File: config.mk
export PLATFORM = sky130hd
export DESIGN_NAME = turf_hdr_builder
export DESIGN_NICKNAME = d
export VERILOG_FILES = /design/src/rtl/turf_hdr_pkg.sv /design/src/rtl/turf_hdr_csum.sv /design/src/rtl/turf_hdr_builder.sv
export SDC_FILE = /design/constraint.sdc
export NUM_CORES = 1
export LEC_CHECK = 0
export CORE_UTILIZATION = 54
export CTS_BUF_LIST = sky130_fd_sc_hd__clkbuf_4
export DETAILED_ROUTE_END_ITERATION = 16
export GPL_ROUTABILITY_DRIVEN = 1
export PLACE_DENSITY = 0.9
export SLEW_MARGIN = 10
export SYNTH_ARGS = -nofsm -noshare
export SYNTH_HDL_FRONTEND = slang
export SYNTH_HIERARCHICAL = 1
export SYNTH_SLANG_ARGS = --single-unit
File: constraint.sdc
create_clock -name memclk -period 3.05 [get_ports memclk]
set_clock_uncertainty 0.05 [all_clocks]
set_input_delay 0.7625 -clock memclk [delete_from_list [all_inputs] [get_ports memclk]]
set_output_delay 0.7625 -clock memclk [all_outputs]
set_load 0.01 [all_outputs]
File: src/rtl/turf_hdr_pkg.sv
// +----------------------------------------------------------------------+
// | turf_hdr_pkg : shared constants and types for the TURF header builder |
// | Rev 1.0                                                              |
// +----------------------------------------------------------------------+
`default_nettype none

package turf_hdr_pkg;

  localparam int         HDR_BEATS = 16;
  localparam logic [3:0] LAST_BEAT = 4'd15;

  localparam logic [3:0] BEAT_ID   = 4'd0;
  localparam logic [3:0] BEAT_TIME = 4'd1;
  localparam logic [3:0] BEAT_TRIG = 4'd2;
  localparam logic [3:0] BEAT_CNT  = 4'd3;

  // Trigger record layout
  localparam int TRIG_W   = 96;
  localparam int EVT_LSB  = 0;
  localparam int EVT_W    = 32;
  localparam int TS_LSB   = 32;
  localparam int TS_W     = 48;
  localparam int TYPE_LSB = 80;
  localparam int TYPE_W   = 16;

  typedef enum logic [0:0] {
    ST_IDLE = 1'b0,
    ST_SEND = 1'b1
  } hdr_state_t;

endpackage

`default_nettype wire

File: src/rtl/turf_hdr_csum.sv
// +----------------------------------------------------------------------+
// | turf_hdr_csum : XOR accumulator over header beats, clear has priority |
// | Rev 1.0                                                              |
// +----------------------------------------------------------------------+
`default_nettype none

module turf_hdr_csum #(
  parameter int DATA_W = 64
) (
  input  logic              clk,
  input  logic              rst_n,
  input  logic              i_clr,
  input  logic              i_en,
  input  logic [DATA_W-1:0] i_data,
  output logic [DATA_W-1:0] o_acc
);

  logic [DATA_W-1:0] r_acc;

  always_ff @(posedge clk or negedge rst_n) begin
    if (!rst_n) begin
      r_acc <= '0;
    end else if (i_clr) begin
      r_acc <= '0;
    end else if (i_en) begin
      r_acc <= r_acc ^ i_data;
    end
  end

  assign o_acc = r_acc;

endmodule

`default_nettype wire

File: src/rtl/turf_hdr_builder.sv
// +----------------------------------------------------------------------+
// | turf_hdr_builder : one trigger record in, one 16-beat TURF header out |
// | Optional beat-15 checksum: define TURF_HDR_CHECKSUM_EN               |
// | Rev 1.0                                                              |
// +----------------------------------------------------------------------+
`default_nettype none

module turf_hdr_builder
  import turf_hdr_pkg::*;
#(
  parameter logic [15:0] HDR_MAGIC   = 16'hDA7A,
  parameter logic [7:0]  HDR_VERSION = 8'h01
) (
  input  logic              memclk,
  input  logic              memresetn,
  input  logic [TRIG_W-1:0] s_trig_tdata,
  input  logic              s_trig_tvalid,
  output logic              s_trig_tready,
  input  logic [15:0]       run_number_i,
  input  logic [3:0]        tio_mask_i,
  output logic [63:0]       m_thdr_tdata,
  output logic              m_thdr_tvalid,
  input  logic              m_thdr_tready,
  output logic              m_thdr_tlast,
  output logic [31:0]       hdr_count_o
);

  hdr_state_t        r_state;
  hdr_state_t        w_state_nxt;
  logic [3:0]        r_beat;
  logic [EVT_W-1:0]  r_event;
  logic [TS_W-1:0]   r_tstamp;
  logic [TYPE_W-1:0] r_type;
  logic [15:0]       r_run;
  logic [3:0]        r_mask;
  logic [31:0]       r_cnt_snap;
  logic [31:0]       r_hdr_count;

  logic              w_accept;
  logic              w_beat_hs;
  logic              w_last_hs;
  logic [63:0]       w_beat_data;
  logic [63:0]       w_csum;

  // Handshake flags come only from registered state, so neither side sees the other combinationally.
  assign s_trig_tready = (r_state == ST_IDLE) && memresetn;
  assign m_thdr_tvalid = (r_state == ST_SEND);
  assign m_thdr_tlast  = m_thdr_tvalid && (r_beat == LAST_BEAT);
  assign m_thdr_tdata  = w_beat_data;
  assign hdr_count_o   = r_hdr_count;

  assign w_accept  = s_trig_tvalid && s_trig_tready;
  assign w_beat_hs = m_thdr_tvalid && m_thdr_tready;
  assign w_last_hs = w_beat_hs && (r_beat == LAST_BEAT);

  always_ff @(posedge memclk or negedge memresetn) begin
    if (!memresetn) begin
      r_state <= ST_IDLE;
    end else begin
      r_state <= w_state_nxt;
    end
  end

  always_comb begin
    w_state_nxt = r_state;
    case (r_state)
      ST_IDLE: if (w_accept)  w_state_nxt = ST_SEND;
      ST_SEND: if (w_last_hs) w_state_nxt = ST_IDLE;
      default:                w_state_nxt = ST_IDLE;
    endcase
  end

  always_ff @(posedge memclk or negedge memresetn) begin
    if (!memresetn) begin
      r_beat      <= '0;
      r_event     <= '0;
      r_tstamp    <= '0;
      r_type      <= '0;
      r_run       <= '0;
      r_mask      <= '0;
      r_cnt_snap  <= '0;
      r_hdr_count <= '0;
    end else begin
      if (w_accept) begin
        r_beat     <= '0;
        r_event    <= s_trig_tdata[EVT_LSB +: EVT_W];
        r_tstamp   <= s_trig_tdata[TS_LSB +: TS_W];
        r_type     <= s_trig_tdata[TYPE_LSB +: TYPE_W];
        r_run      <= run_number_i;
        r_mask     <= tio_mask_i;
        r_cnt_snap <= r_hdr_count;
      end else if (w_beat_hs) begin
        r_beat <= r_beat + 4'd1;
      end
      if (w_last_hs) begin
        r_hdr_count <= r_hdr_count + 32'd1;
      end
    end
  end

  always_comb begin
    w_beat_data = '0;
    case (r_beat)
      BEAT_ID:   w_beat_data = {HDR_MAGIC, HDR_VERSION, 4'b0000, r_mask, r_event};
      BEAT_TIME: w_beat_data = {16'h0000, r_tstamp};
      BEAT_TRIG: w_beat_data = {32'h0000_0000, r_run, r_type};
      BEAT_CNT:  w_beat_data = {32'h0000_0000, r_cnt_snap};
      LAST_BEAT: w_beat_data = w_csum;
      default:   w_beat_data = '0;
    endcase
  end

`ifdef TURF_HDR_CHECKSUM_EN
  // Beat 15 is excluded so the accumulator already holds the final word while it is presented.
  turf_hdr_csum #(
    .DATA_W (64)
  ) u_csum (
    .clk    (memclk),
    .rst_n  (memresetn),
    .i_clr  (w_accept),
    .i_en   (w_beat_hs && (r_beat != LAST_BEAT)),
    .i_data (w_beat_data),
    .o_acc  (w_csum)
  );
`else
  assign w_csum = '0;
`endif

endmodule

`default_nettype wire

# == After elaboration in Yosys (flattened, before gate mapping) ==
# Cells that the tools add are included.
# op_classes
n_addsub,2
n_eq_ne,4
n_mux,6
bitwise,1
reduce_logical,7
# ops
operator,count
case mux 64 bit (4 select lines),1
adder 32 x 1 -> 32 bit (second input constant),1
== test 4 x 2 -> 1 bit (second input constant),2
2-to-1 mux 4 bit,2
logical AND 1 bit,5
adder 4 x 1 -> 4 bit (second input constant),1
== test 4 x 1 -> 1 bit (second input constant),1
== test 4 bit (second input constant),1
logical NOT 4 bit,1
2-to-1 mux 1 bit,2
case mux 1 bit (2 select lines),1
nonzero test 2 bit,1
inverter 1 bit,1
# totals
reg_bits,185
output_inout_bits,99

# == Depth between registers and ports, before layout ==
# Gate-level depths: netlist of the first run.
# depth
ltp_word,5
depth_mapped,7
mapped_depth_nobuf,5

# == Least setup slack after synthesis of the first run ==
# OpenSTA, ideal clock, no wires.
# synth_path
path_kind,flip-flop to output port
from,register r_beat[0]
to,output port m_thdr_tdata[11]
t_arrival_ps,1562
setup_slack_ps,676
stages_incl_launch_ff,7
n_path_buf,1
cell_sequence,dfrtp_1 inv_1 ha_1 and2_1 clkbuf_1 a22oi_1 nand2_1
# synth_via
elab_chain_cells,2
elab_cells_between_ends,5
cone_classes,3 x eq/ne; 1 x mux; 1 x reduce/logical
# synth_rtl
element,line_no,text
"start, declared",turf_hdr_builder.sv:30,logic [3:0] r_beat;
"start signal, assigned",turf_hdr_builder.sv:93,r_beat <= r_beat + 4'd1;
"== test 4 x 2 -> 1 bit, or another cell as far along",turf_hdr_builder.sv:103,case (r_beat)
case mux 64 bit (4 select lines) *,turf_hdr_builder.sv:103,
"end, declared",turf_hdr_builder.sv:21,"output logic [63:0] m_thdr_tdata,"
# Mark *: on every way between the ends. The rest lies on a longest branch, timed or not.

# == Final worst setup path of the first run ==
# Ends and elaborated chain as after synthesis.

==> results of run 1 <==
==> per-stage QoR <==
| stage | setup TNS [ps] | setup WS [ps] | std cells |
|---|---|---|---|
| after global placement | 0 | 326 | 991 |
| final | -30.4 | -19.3 | 1035 |
| after floorplan | 0 | 676 | 636 |
| after detailed placement | 0 | 272 | 991 |
| after CTS | -430 | -92.2 | 1034 |
| after global routing | -1270 | -131 | 1035 |
==> layout make-up <==
cell class | instances | area (µm²)
sequential | 185 | 4630
clock buffer | 18 | 135
clock inverter | 14 | 180
tap | 184 | 230
multi-input combinational | 389 | 3570
inverter | 6 | 22.5
timing repair buffer | 239 | 2340
fill | 916 | 3650
==> flip-flops by register name, indices dropped and copies added (netlist names) <==
signal         count
hdr_count_o       32
m_thdr_tvalid      1
r_beat             4
r_cnt_snap        32
r_event           32
r_mask             4
r_run             16
r_tstamp          48
r_type            16
==> repair_timing <==
action,CTS,global route
gates cloned,2,1
resized for setup,138,52
setup buffers,9,0
pin swaps,3,3
endpoints found under the setup margin,48,47
==> routing by layer <==
layer | vias to the layer above | global-route usage (%) | routed length [µm]
li1 | 2671 | - | -
met1 | 3035 | 33.6 | 8220
met2 | 251 | 50.3 | 11600
met3 | 43 | 7.65 | 1560
met4 | 0 | 9.92 | 643
met5 | - | 0 | 0
==> path summary, 6_finish.rpt <==
kind	startpoint	to	slack [ps]	cells past startpoint
setup / recovery	r_beat[0]	m_thdr_tdata[11]	-20	7
hold / removal	memresetn	r_type[5]	250	2
setup reg to reg	r_beat[0]	hdr_count_o[22]	1050	6
hold reg to reg	r_tstamp[37]	r_tstamp[37]	460	1
max in group asynchronous	memresetn	r_tstamp[42]	1930	2
min in group memclk	r_tstamp[37]	r_tstamp[37]	460	1
==> Yosys cell counts, drive strengths merged <==
master | count | share of area, %
dfrtp | 185 | 56
mux2 | 149 | 20
a22oi | 64 | 5.8
nand2 | 46 | 2.1
buf | 40 | 3.1
xor2 | 23 | 2.4
clkbuf | 16 | 0.73
and3 | 14 | 1.1
nor4 | 14 | 1.5
nand3 | 11 | 0.82
xnor2 | 10 | 1.1
nand4 | 9 | 1.0
and2 | 8 | 0.62
nor2 | 7 | 0.32
and4 | 6 | 0.71
inv | 6 | 0.27
nor3 | 6 | 0.36
ha | 5 | 0.76
a22o | 4 | 0.42
a21o | 2 | 0.18
a21oi | 2 | 0.12
conb | 1 | 0.045
nor2b | 1 | 0.076
o21ai | 1 | 0.060
or3 | 1 | 0.076
==> critical path: stages, from the launching register on <==
cell and delay [ps]:
sky130_fd_sc_hd__dfrtp_1 430, sky130_fd_sc_hd__buf_4 150, sky130_fd_sc_hd__ha_1 210, sky130_fd_sc_hd__and2_2 220, sky130_fd_sc_hd__buf_12 170, sky130_fd_sc_hd__a22oi_2 160
sky130_fd_sc_hd__nand2_1 90, sky130_fd_sc_hd__clkdlybuf4s15_2 230
==> kinds of logic (layout without fill, tap and decap cells) <==
kind of cell | after synthesis | count (layout)
flip-flops | 185 | 185
multiplexers | 149 | 149
AND/OR/NAND/NOR | 123 | 123
AO/OA/AOI/OAI | 73 | 73
buffers and inverters | 62 | 277
XOR/XNOR | 33 | 33
adder cells (fa/ha/maj) | 5 | 5
other | 1 | 6
==> power by group <==
group / switching (µW) / internal, µW / leakage (µW)
sequential: 614 / 3280 / 0.00232
clock: 809 / 649 / 0.000165
combinational: 1630 / 1960 / 0.00248
total: 3050 / 5890 / 0.00496
==> flow_results.xml, run 1 <==
<?xml version="1.0" encoding="UTF-8"?>
<metrics>
  <group name="die">
    <metric name="die-width" unit="µm">126</metric>
    <metric name="overall_die_area" unit="mm²">0.0158</metric>
    <metric name="core_area" unit="mm²">0.0148</metric>
    <metric name="initial_core_util" unit="%">56.1</metric>
    <metric name="io-pin-count" unit="">219</metric>
    <metric name="core.rowCount" unit="">44</metric>
    <metric name="chipHeight" unit="µm">126</metric>
  </group>
  <group name="critical_path">
    <metric name="worstSetupEndpointType" unit="">output pin</metric>
    <metric name="timing.critical_path.from_type" unit="">register</metric>
    <metric name="cp_data_arrival_time" unit="ps">2260</metric>
    <metric name="timing.critical_path.required" unit="ps">2240</metric>
    <metric name="crit_path_max_fanout" unit="">16</metric>
    <metric name="critPathKind" unit="">register to output pin</metric>
  </group>
  <group name="placed_design">
    <metric name="number_of_buffers_inserted_by_port_buffering" unit="">212</metric>
    <metric name="routabilityCongestion" unit="">0.903</metric>
    <metric name="hpwl" unit="µm">14800</metric>
    <metric name="placement.cell_area" unit="mm²">0.0106</metric>
  </group>
  <group name="timing">
    <metric name="timing_hold_violations_final" unit="">0</metric>
    <metric name="setup_viol_count_final" unit="">3</metric>
    <metric name="slew_headroom" unit="%">33.5</metric>
    <metric name="worst_pin_slew" unit="ps">997</metric>
    <metric name="fmax" unit="MHz">326</metric>
    <metric name="timing.final.crit_period" unit="ps">3070</metric>
    <metric name="whs" unit="ps">250</metric>
    <metric name="finalWorstSetupSlack" unit="ps">-19.3</metric>
    <metric name="grt_setup_unrepaired" unit="">true</metric>
    <metric name="finalCritPeriodShare" unit="%">101</metric>
    <metric name="slew_viol_final" unit="">0</metric>
  </group>
  <group name="final_layout">
    <metric name="stdcell_area" unit="mm²">0.0111</metric>
    <metric name="mostFrequentLayoutCells" unit="">sky130_fd_sc_hd__dfrtp_1, sky130_fd_sc_hd__clkdlybuf4s50_1, sky130_fd_sc_hd__mux2_2, sky130_fd_sc_hd__a22oi_2, sky130_fd_sc_hd__nand2_1</metric>
    <metric name="flow.area_growth_from_synthesis" unit="%">34.3</metric>
    <metric name="fraction_of_final_layout_cells_sized_beyond_drive_strength_1" unit="%">36.3</metric>
    <metric name="finalNetCount" unit="">963</metric>
    <metric name="num_antenna_cells" unit="">0</metric>
    <metric name="final_core_util" unit="%">75.3</metric>
    <metric name="layout_commonest_cell" unit="">sky130_fd_sc_hd__dfrtp_1</metric>
  </group>
  <group name="synthesis">
    <metric name="yosys.area_share.adder" unit="%">0.756</metric>
    <metric name="synth.mux.area_fraction" unit="%">20.3</metric>
    <metric name="ys_ff_latch" unit="">185</metric>
    <metric name="synth_sequential_area_ratio" unit="%">56.0</metric>
    <metric name="share_of_the_synthesized_netlist_area_taken_by_xor_and_xnor_gates" unit="%">3.49</metric>
    <metric name="area_fraction_in_compound_gates_after_synthesis" unit="%">6.60</metric>
    <metric name="synth_cell_type_count" unit="">34</metric>
    <metric name="synth.cell_area" unit="mm²">0.00827</metric>
    <metric name="syn_area_per_cell" unit="µm²">13.1</metric>
    <metric name="combinational_family_with_the_most_area_after_synthesis" unit="">multiplexers</metric>
    <metric name="synthSimpleGateAreaFrac" unit="%">8.71</metric>
    <metric name="post_synth_inst_count" unit="">631</metric>
    <metric name="ys_warn_count" unit="">6</metric>
  </group>
  <group name="clocking">
    <metric name="holdBufCountCts" unit="">0</metric>
    <metric name="ctsRootBufferMaster" unit="">sky130_fd_sc_hd__clkbuf_4</metric>
    <metric name="cts_inserted_buffers" unit="">17</metric>
    <metric name="htree_levels" unit="">4</metric>
    <metric name="path_clk_slew" unit="ps">140</metric>
    <metric name="worst_skew_pair.late_latency" unit="ps">570</metric>
    <metric name="tritoncts_num_sinks" unit="">185</metric>
    <metric name="tritoncts" unit="">yes</metric>
    <metric name="clockBufferDepth" unit="">2</metric>
  </group>
  <group name="power">
    <metric name="powerDensity" unit="mW/mm²">805</metric>
    <metric name="ir_worst_vdd" unit="mV">0.511</metric>
    <metric name="cellLeakagePower" unit="µW">0.00496</metric>
    <metric name="design_power_total" unit="µW">8940</metric>
  </group>
  <group name="global_routing">
    <metric name="antenna_found_initial" unit="">0</metric>
    <metric name="grt_pass1_wl" unit="µm">34200</metric>
    <metric name="number_of_global_route_vias_before_repair" unit="">6410</metric>
    <metric name="grt-ovfl-total" unit="">0</metric>
    <metric name="gr-usage-all-layers" unit="%">28.5</metric>
    <metric name="pin_count_of_the_biggest_net_entering_global_routing" unit="">186</metric>
  </group>
  <group name="outcome">
    <metric name="failed_checks" unit="">setup timing</metric>
    <metric name="run_status" unit="">finished with violations</metric>
  </group>
  <group name="routing">
    <metric name="post-route-drc-count" unit="">0</metric>
    <metric name="route.detailed.wl_per_inst" unit="µm">21.3</metric>
    <metric name="first_iter_violations" unit="">342</metric>
    <metric name="totalWireLength" unit="µm">22000</metric>
    <metric name="viasPerCell" unit="">5.80</metric>
    <metric name="dr_total_vias" unit="">6000</metric>
    <metric name="drt_pass1_iterations" unit="">4</metric>
    <metric name="drt.antenna.violating_nets" unit="">0</metric>
  </group>
  <group name="flow_run">
    <metric name="number_of_violations_of_the_max_capacitance_limit" unit="">0</metric>
  </group>
  <group name="hold_path">
    <metric name="hold_class" unit="">input pin to async pin</metric>
  </group>
</metrics>
No activity file was read; power rests on OpenSTA's default activity.
==> inputs of run 2 (changes only) <==
Settings changed: ABC_AREA from default to 1, CORE_UTILIZATION 54 to 55.
==> flow_results.xml, run 2 <==
<?xml version="1.0" encoding="UTF-8"?>
<metrics>
  <group name="timing">
    <metric name="worst_pin_slew" unit="ps">1040</metric>
    <metric name="grt_setup_unrepaired" unit="">true</metric>
    <metric name="timing_hold_violations_final" unit="">0</metric>
    <metric name="fmax" unit="MHz">336</metric>
    <metric name="setup_viol_count_final" unit="">0</metric>
    <metric name="slew_viol_final" unit="">0</metric>
    <metric name="finalCritPeriodShare" unit="%">97.7</metric>
    <metric name="finalWorstSetupSlack" unit="ps">71.0</metric>
    <metric name="timing.final.crit_period" unit="ps">2980</metric>
    <metric name="slew_headroom" unit="%">30.9</metric>
    <metric name="setup-tns-final" unit="ps">0</metric>
    <metric name="whs" unit="ps">280</metric>
  </group>
  <group name="placed_design">
    <metric name="hpwl" unit="µm">17500</metric>
    <metric name="routabilityCongestion" unit="">0.902</metric>
    <metric name="placement.cell_area" unit="mm²">0.0110</metric>
    <metric name="place_worst_setup_slack" unit="ps">202</metric>
    <metric name="number_of_buffers_inserted_by_port_buffering" unit="">212</metric>
  </group>
  <group name="global_routing">
    <metric name="number_of_global_route_vias_before_repair" unit="">7881</metric>
    <metric name="gr-max-usage-layer" unit="">met2</metric>
    <metric name="globalRouteMet1Util" unit="%">44.1</metric>
    <metric name="grt-ovfl-total" unit="">0</metric>
    <metric name="pin_count_of_the_biggest_net_entering_global_routing" unit="">186</metric>
    <metric name="antenna_found_initial" unit="">0</metric>
    <metric name="groute.layer.met2.usage" unit="%">50.9</metric>
    <metric name="gr-usage-all-layers" unit="%">32.1</metric>
    <metric name="grt_util_met3" unit="%">6.57</metric>
    <metric name="grt_pass1_wl" unit="µm">40400</metric>
  </group>
  <group name="routing">
    <metric name="drt_pass1_iterations" unit="">5</metric>
    <metric name="drt.antenna.violating_nets" unit="">0</metric>
    <metric name="post-route-drc-count" unit="">0</metric>
    <metric name="totalWireLength" unit="µm">26000</metric>
    <metric name="dr_total_vias" unit="">8424</metric>
    <metric name="first_iter_violations" unit="">862</metric>
    <metric name="route.detailed.wl_per_inst" unit="µm">17.0</metric>
    <metric name="viasPerCell" unit="">5.51</metric>
  </group>
  <group name="synthesis">
    <metric name="syn_area_per_cell" unit="µm²">7.91</metric>
    <metric name="synth_commonest_cells" unit="">sky130_fd_sc_hd__nand2_1, sky130_fd_sc_hd__dfrtp_1, sky130_fd_sc_hd__nand3_1</metric>
    <metric name="ys_ff_latch" unit="">185</metric>
    <metric name="synth_sequential_area_ratio" unit="%">52.6</metric>
    <metric name="synth.cell_area" unit="mm²">0.00880</metric>
    <metric name="ys_warn_count" unit="">6</metric>
    <metric name="synth_enable_flop_cells" unit="">0</metric>
    <metric name="synth_largest_type_area_fraction" unit="%">52.6</metric>
    <metric name="synth.largest_area_cell" unit="">sky130_fd_sc_hd__dfrtp_1</metric>
    <metric name="post_synth_inst_count" unit="">1113</metric>
    <metric name="synth_cell_type_count" unit="">28</metric>
    <metric name="synth_area_leaders" unit="">sky130_fd_sc_hd__dfrtp_1, sky130_fd_sc_hd__nand2_1, sky130_fd_sc_hd__nand3_1</metric>
    <metric name="synth-async-reset-ratio" unit="%">100</metric>
    <metric name="synth_ff_type" unit="">sky130_fd_sc_hd__dfrtp_1</metric>
    <metric name="yosys.cell_count.top_type" unit="">sky130_fd_sc_hd__nand2_1</metric>
  </group>
  <group name="final_layout">
    <metric name="num_antenna_cells" unit="">0</metric>
    <metric name="stdcell_area" unit="mm²">0.0115</metric>
    <metric name="fraction_of_final_layout_cells_sized_beyond_drive_strength_1" unit="%">7.05</metric>
    <metric name="largest_register_ff_count" unit="">48</metric>
    <metric name="flow.area_growth_from_synthesis" unit="%">30.8</metric>
    <metric name="mostFrequentLayoutCells" unit="">sky130_fd_sc_hd__nand2_1, sky130_fd_sc_hd__dfrtp_1, sky130_fd_sc_hd__clkdlybuf4s50_1, sky130_fd_sc_hd__nand3_1, sky130_fd_sc_hd__inv_1</metric>
    <metric name="finalNetCount" unit="">1431</metric>
    <metric name="max_flop_register" unit="">r_tstamp</metric>
    <metric name="final_core_util" unit="%">74.6</metric>
    <metric name="layout_commonest_cell" unit="">sky130_fd_sc_hd__nand2_1</metric>
  </group>
  <group name="hold_path">
    <metric name="hold_class" unit="">input pin to async pin</metric>
  </group>
  <group name="outcome">
    <metric name="run_status" unit="">finished, final reports clean</metric>
  </group>
  <group name="clocking">
    <metric name="tritoncts_num_sinks" unit="">185</metric>
    <metric name="ctsRootBufferMaster" unit="">sky130_fd_sc_hd__clkbuf_4</metric>
    <metric name="tritoncts" unit="">yes</metric>
    <metric name="htree_levels" unit="">4</metric>
    <metric name="worst_skew_pair.late_latency" unit="ps">580</metric>
    <metric name="clockBufferDepth" unit="">2</metric>
    <metric name="path_clk_slew" unit="ps">150</metric>
    <metric name="holdBufCountCts" unit="">0</metric>
    <metric name="cts_inserted_buffers" unit="">17</metric>
  </group>
  <group name="critical_path">
    <metric name="worstReg2RegEnd" unit="">hdr_count_o[31]</metric>
    <metric name="critPathKind" unit="">register to output pin</metric>
    <metric name="timing.critical_path.from_type" unit="">register</metric>
    <metric name="timing.critical_path.required" unit="ps">2240</metric>
    <metric name="worst_r2r_path_depth" unit="">9</metric>
    <metric name="r2r-start" unit="">r_beat[0]</metric>
    <metric name="cp_data_arrival_time" unit="ps">2170</metric>
    <metric name="crit_path_max_fanout" unit="">10</metric>
    <metric name="worst-r2r-setup-slack" unit="ps">870</metric>
    <metric name="worstSetupEndpointType" unit="">output pin</metric>
  </group>
  <group name="flow_run">
    <metric name="number_of_violations_of_the_max_capacitance_limit" unit="">0</metric>
  </group>
  <group name="die">
    <metric name="initial_core_util" unit="%">57.0</metric>
    <metric name="die-width" unit="µm">128</metric>
    <metric name="overall_die_area" unit="mm²">0.0165</metric>
    <metric name="io-pin-count" unit="">219</metric>
    <metric name="chipHeight" unit="µm">128</metric>
    <metric name="core.rowCount" unit="">45</metric>
    <metric name="core_area" unit="mm²">0.0154</metric>
  </group>
  <group name="power">
    <metric name="ir_worst_vdd" unit="mV">0.383</metric>
    <metric name="powerDensity" unit="mW/mm²">758</metric>
    <metric name="cellLeakagePower" unit="µW">0.00589</metric>
  </group>
</metrics>
==> run 2: cell types whose count changed after synthesis, sizes merged, moves of 20 or more <==
cell,before,now
o21ai,1,43
mux2,149,0
nand3,11,119
inv,6,63
a22oi,64,0
nand2,46,492
nand4,9,44
buf,40,60
nor2,7,58
==> run 2: how the worst max path moves through the flow <==
stage | startpoint | end | slack (ps) | cells after the start
floorplan | r_beat[1] | m_thdr_tdata[20] | 800 | 6
global placement | r_beat[1] | m_thdr_tdata[40] | 210 | 6
detailed placement | r_beat[1] | m_thdr_tdata[40] | 200 | 6
CTS | r_beat[3] | m_thdr_tdata[45] | 50 | 5
global route | r_beat[0] | m_thdr_tdata[63] | -1 | 7
finish | r_beat[0] | m_thdr_tdata[10] | 70 | 6
==> run 2: metal layers <==
| layer | wire length (µm) | vias up |
|---|---|---|
| met2 | 12000 | 456 |
| met4 | 602 | 0 |
| li1 | - | 3906 |
| met5 | 0 | - |
| met3 | 2420 | 51 |
| met1 | 11000 | 4011 |
==> run 2: through the flow <==
stage / total power (µW) / cells
floorplan: 5670 / 1118
global placement: 7000 / 1485
detailed placement: 7130 / 1485
CTS: 8680 / 1529
global route: 9230 / 1530
finish: 8730 / 1530
==> run 2: repair_timing <==
action                                  in CTS  in global routing
pin swaps                                    1                  1
endpoints found under the setup margin      59                 37
gates resized for setup                     73                 12
cloned                                       3                  0
setup buffers                                9                  1
==> run 2: area by class of cell <==
class	count	area (µm²)
repair buffers	243	2520
flip-flops and latches	185	4630
inverters	63	239
well taps	211	264
fillers	1181	3920
clock buffers	18	135
multi-input cells	796	3590
clock inverters	14	131
==> run 2: power by group <==
group	leakage, µW	internal (µW)	switching [µW]
logic	0.00344	1530	1950
clock network	0.000149	485	841
registers	0.00230	3350	575
==> run 2: cells by family (layout without fill, tap and decap cells) <==
logic type / count (synthesis) / after routing / synth area share, %
simple gates: 716 / 716 / 34.3
other cells: 1 / 6 / 0.0426
compound gates: 51 / 51 / 3.17
flops: 185 / 185 / 52.6
fa+ha+maj: 5 / 5 / 0.711
buf+inv: 137 / 338 / 7.37
xor+xnor: 18 / 18 / 1.79
==> run 2: worst max-delay path, stage by stage, from the launching register on <==
cell and delay, ps:
sky130_fd_sc_hd__dfrtp_1 450, sky130_fd_sc_hd__buf_4 150, sky130_fd_sc_hd__ha_2 200, sky130_fd_sc_hd__buf_4 170, sky130_fd_sc_hd__nand3_1 160, sky130_fd_sc_hd__nand4_1 140, sky130_fd_sc_hd__dlygate4sd2_1 310
==> inputs of run 3 (changes only) <==
Settings changed: SKIP_CTS_REPAIR_TIMING from default to 1, SYNTH_HIERARCHICAL 1 to default.
==> flow_results.xml, run 3 <==
<?xml version="1.0" encoding="UTF-8"?>
<metrics>
  <group name="global_routing">
    <metric name="grt_pass1_wl" unit="µm">39300</metric>
    <metric name="number_of_global_route_vias_before_repair" unit="">7700</metric>
    <metric name="gr-usage-all-layers" unit="%">31.0</metric>
    <metric name="grt-ovfl-total" unit="">0</metric>
    <metric name="antenna_found_initial" unit="">0</metric>
    <metric name="pin_count_of_the_biggest_net_entering_global_routing" unit="">186</metric>
  </group>
  <group name="final_layout">
    <metric name="largest_register_ff_count" unit="">48</metric>
    <metric name="max_flop_register" unit="">r_tstamp</metric>
    <metric name="final_core_util" unit="%">75.0</metric>
    <metric name="fraction_of_final_layout_cells_sized_beyond_drive_strength_1" unit="%">6.41</metric>
    <metric name="mostFrequentLayoutCells" unit="">sky130_fd_sc_hd__nand2_1, sky130_fd_sc_hd__dfrtp_1, sky130_fd_sc_hd__clkdlybuf4s50_1, sky130_fd_sc_hd__nand3_1, sky130_fd_sc_hd__inv_1</metric>
    <metric name="finish.cell_count_without_fillers" unit="">1522</metric>
    <metric name="fillCellCount" unit="">1119</metric>
    <metric name="flow.area_growth_from_synthesis" unit="%">31.6</metric>
    <metric name="layout_commonest_cell" unit="">sky130_fd_sc_hd__nand2_1</metric>
    <metric name="num_antenna_cells" unit="">0</metric>
    <metric name="finalNetCount" unit="">1423</metric>
  </group>
  <group name="critical_path">
    <metric name="cp_data_arrival_time" unit="ps">2400</metric>
    <metric name="crit_path_max_fanout" unit="">26</metric>
    <metric name="max_incr_delay_on_cp" unit="ps">550</metric>
    <metric name="crit_chain" unit="">inv_2 &gt; ha_4 &gt; buf_12 &gt; nand3_1 &gt; nand2_2 &gt; clkdlybuf4s50_1</metric>
    <metric name="worstSetupEndpointType" unit="">output pin</metric>
    <metric name="critPathKind" unit="">register to output pin</metric>
    <metric name="timing.critical_path.required" unit="ps">2240</metric>
    <metric name="timing.critical_path.from_type" unit="">register</metric>
    <metric name="critical-path-slowest-cell" unit="">sky130_fd_sc_hd__clkdlybuf4s50_1</metric>
    <metric name="critPathBufInv" unit="">3</metric>
    <metric name="critical-path-top-delay-family" unit="">buffers and inverters</metric>
  </group>
  <group name="synthesis">
    <metric name="ys_warn_count" unit="">0</metric>
    <metric name="synth-async-reset-ratio" unit="%">100</metric>
    <metric name="synth_largest_type_area_fraction" unit="%">52.6</metric>
    <metric name="post_synth_inst_count" unit="">1113</metric>
    <metric name="ys_ff_latch" unit="">185</metric>
    <metric name="synth_area_leaders" unit="">sky130_fd_sc_hd__dfrtp_1, sky130_fd_sc_hd__nand2_1, sky130_fd_sc_hd__nand3_1</metric>
    <metric name="synth_commonest_cells" unit="">sky130_fd_sc_hd__nand2_1, sky130_fd_sc_hd__dfrtp_1, sky130_fd_sc_hd__nand3_1</metric>
    <metric name="synth_ff_type" unit="">sky130_fd_sc_hd__dfrtp_1</metric>
    <metric name="synth_enable_flop_cells" unit="">0</metric>
    <metric name="yosys.cell_count.top_type" unit="">sky130_fd_sc_hd__nand2_1</metric>
    <metric name="synth.largest_area_cell" unit="">sky130_fd_sc_hd__dfrtp_1</metric>
    <metric name="synth_cell_type_count" unit="">28</metric>
    <metric name="syn_area_per_cell" unit="µm²">7.91</metric>
    <metric name="synth_sequential_area_ratio" unit="%">52.6</metric>
    <metric name="synth.cell_area" unit="mm²">0.00880</metric>
  </group>
  <group name="routing">
    <metric name="viasPerCell" unit="">5.50</metric>
    <metric name="route.detailed.wl_per_inst" unit="µm">17.0</metric>
    <metric name="post-route-drc-count" unit="">0</metric>
    <metric name="dr_total_vias" unit="">8366</metric>
    <metric name="dr_wl_met3" unit="µm">2500</metric>
    <metric name="totalWireLength" unit="µm">25900</metric>
    <metric name="drt_pass1_iterations" unit="">5</metric>
    <metric name="first_iter_violations" unit="">955</metric>
    <metric name="wl_on_met1" unit="µm">10800</metric>
    <metric name="routed.top_layer" unit="">met4</metric>
    <metric name="drt.antenna.violating_nets" unit="">0</metric>
    <metric name="detailroute.wirelength.met2" unit="µm">12000</metric>
  </group>
  <group name="placed_design">
    <metric name="place_worst_setup_slack" unit="ps">202</metric>
    <metric name="number_of_buffers_inserted_by_port_buffering" unit="">212</metric>
    <metric name="placed_cells_incl_taps" unit="">1485</metric>
    <metric name="hpwl" unit="µm">17500</metric>
    <metric name="routabilityCongestion" unit="">0.902</metric>
  </group>
  <group name="timing">
    <metric name="timing_hold_violations_final" unit="">0</metric>
    <metric name="finalWorstSetupSlack" unit="ps">-166</metric>
    <metric name="fmax" unit="MHz">311</metric>
    <metric name="slew_headroom" unit="%">31.2</metric>
    <metric name="slew_viol_final" unit="">0</metric>
    <metric name="setup-tns-final" unit="ps">-166</metric>
    <metric name="setup_viol_count_final" unit="">1</metric>
    <metric name="timing.final.crit_period" unit="ps">3220</metric>
    <metric name="grt_setup_unrepaired" unit="">true</metric>
    <metric name="finalCritPeriodShare" unit="%">105</metric>
    <metric name="worst_pin_slew" unit="ps">1030</metric>
    <metric name="whs" unit="ps">257</metric>
  </group>
  <group name="clocking">
    <metric name="tritoncts_num_sinks" unit="">185</metric>
    <metric name="worst_skew_pair.late_latency" unit="ps">590</metric>
    <metric name="ctsRootBufferMaster" unit="">sky130_fd_sc_hd__clkbuf_4</metric>
    <metric name="clockBufferDepth" unit="">2</metric>
    <metric name="cts_inserted_buffers" unit="">17</metric>
    <metric name="path_clk_slew" unit="ps">150</metric>
    <metric name="tritoncts" unit="">yes</metric>
    <metric name="htree_levels" unit="">4</metric>
  </group>
  <group name="outcome">
    <metric name="run_status" unit="">finished with violations</metric>
    <metric name="failed_checks" unit="">setup timing</metric>
  </group>
  <group name="die">
    <metric name="chipHeight" unit="µm">128</metric>
    <metric name="initial_core_util" unit="%">57.0</metric>
    <metric name="core.rowCount" unit="">45</metric>
    <metric name="io-pin-count" unit="">219</metric>
    <metric name="core_area" unit="mm²">0.0154</metric>
    <metric name="overall_die_area" unit="mm²">0.0165</metric>
    <metric name="die-width" unit="µm">128</metric>
  </group>
  <group name="power">
    <metric name="ir_worst_vdd" unit="mV">0.360</metric>
    <metric name="cellLeakagePower" unit="µW">0.00647</metric>
    <metric name="powerDensity" unit="mW/mm²">748</metric>
  </group>
  <group name="flow_run">
    <metric name="number_of_violations_of_the_max_capacitance_limit" unit="">0</metric>
  </group>
  <group name="hold_path">
    <metric name="hold_class" unit="">input pin to async pin</metric>
  </group>
</metrics>
run 3: path summary, 6_finish.rpt:
kind	from	end	slack (ps)	cells past startpoint
min in group memclk	r_event[30]	r_event[30]	450	2
hold / removal	memresetn	r_cnt_snap[10]	260	2
max in group asynchronous	memresetn	r_beat[3]	1820	2
setup / recovery	r_beat[1]	m_thdr_tdata[40]	-170	6
setup reg to reg	r_beat[0]	hdr_count_o[31]	900	9
hold reg to reg	r_event[30]	r_event[30]	450	2
run 3: kinds of logic after synthesis:
| logic type | Yosys count | share of synthesized area, % |
|---|---|---|
| and+or+nand+nor | 716 | 34.3 |
| xor gates and xnor gates | 18 | 1.79 |
| DFF | 185 | 52.6 |
| buffers and inverters | 137 | 7.37 |
| other | 1 | 0.0426 |
| adders and majority gates | 5 | 0.711 |
| AOI/OAI and AO/OA | 51 | 3.17 |
run 3: routing by layer:
layer / vias up / GRT usage, %
met2: 432 / 49.3
met1: 3989 / 42.6
met4: 0 / 10.6
met5: - / 0
met3: 51 / 6.49
li1: 3894 / -
run 3: worst reg2reg max path, cell delays in order, from the launching register on:
cell and delay (ps):
sky130_fd_sc_hd__dfrtp_2 420, sky130_fd_sc_hd__buf_4 120, sky130_fd_sc_hd__ha_1 220, sky130_fd_sc_hd__buf_12 200, sky130_fd_sc_hd__nand3_2 140, sky130_fd_sc_hd__nor2_4 320
sky130_fd_sc_hd__nand4_2 250, sky130_fd_sc_hd__nor2_1 220, sky130_fd_sc_hd__nand3_1 100, sky130_fd_sc_hd__nand2_1 80
run 3: layout make-up:
class	instances	area, µm²	share of cell area (%)
Clock buffer	18	135	1.17
Clock inverter	14	131	1.14
Inverter	63	239	2.06
Multi-Input combinational cell	796	3580	30.9
Sequential cell	185	4630	40.0
Tap cell	211	264	2.28
Timing Repair Buffer	235	2590	22.4
run 3: power by group:
part	switching [µW]	internal (µW)	total [µW]
Sequential	582	3350	3930
Clock	848	485	1330
Combinational	1920	1470	3390
run 3: per-stage QoR:
step           total power (µW)  instance area, µm²
6_report                   8660               11600
5_1_grt                    9150               11600
4_1_cts                    8440               11300
3_5_place_dp               7130               11000
3_3_place_gp               7000               11000
2_1_floorplan              5670                8820
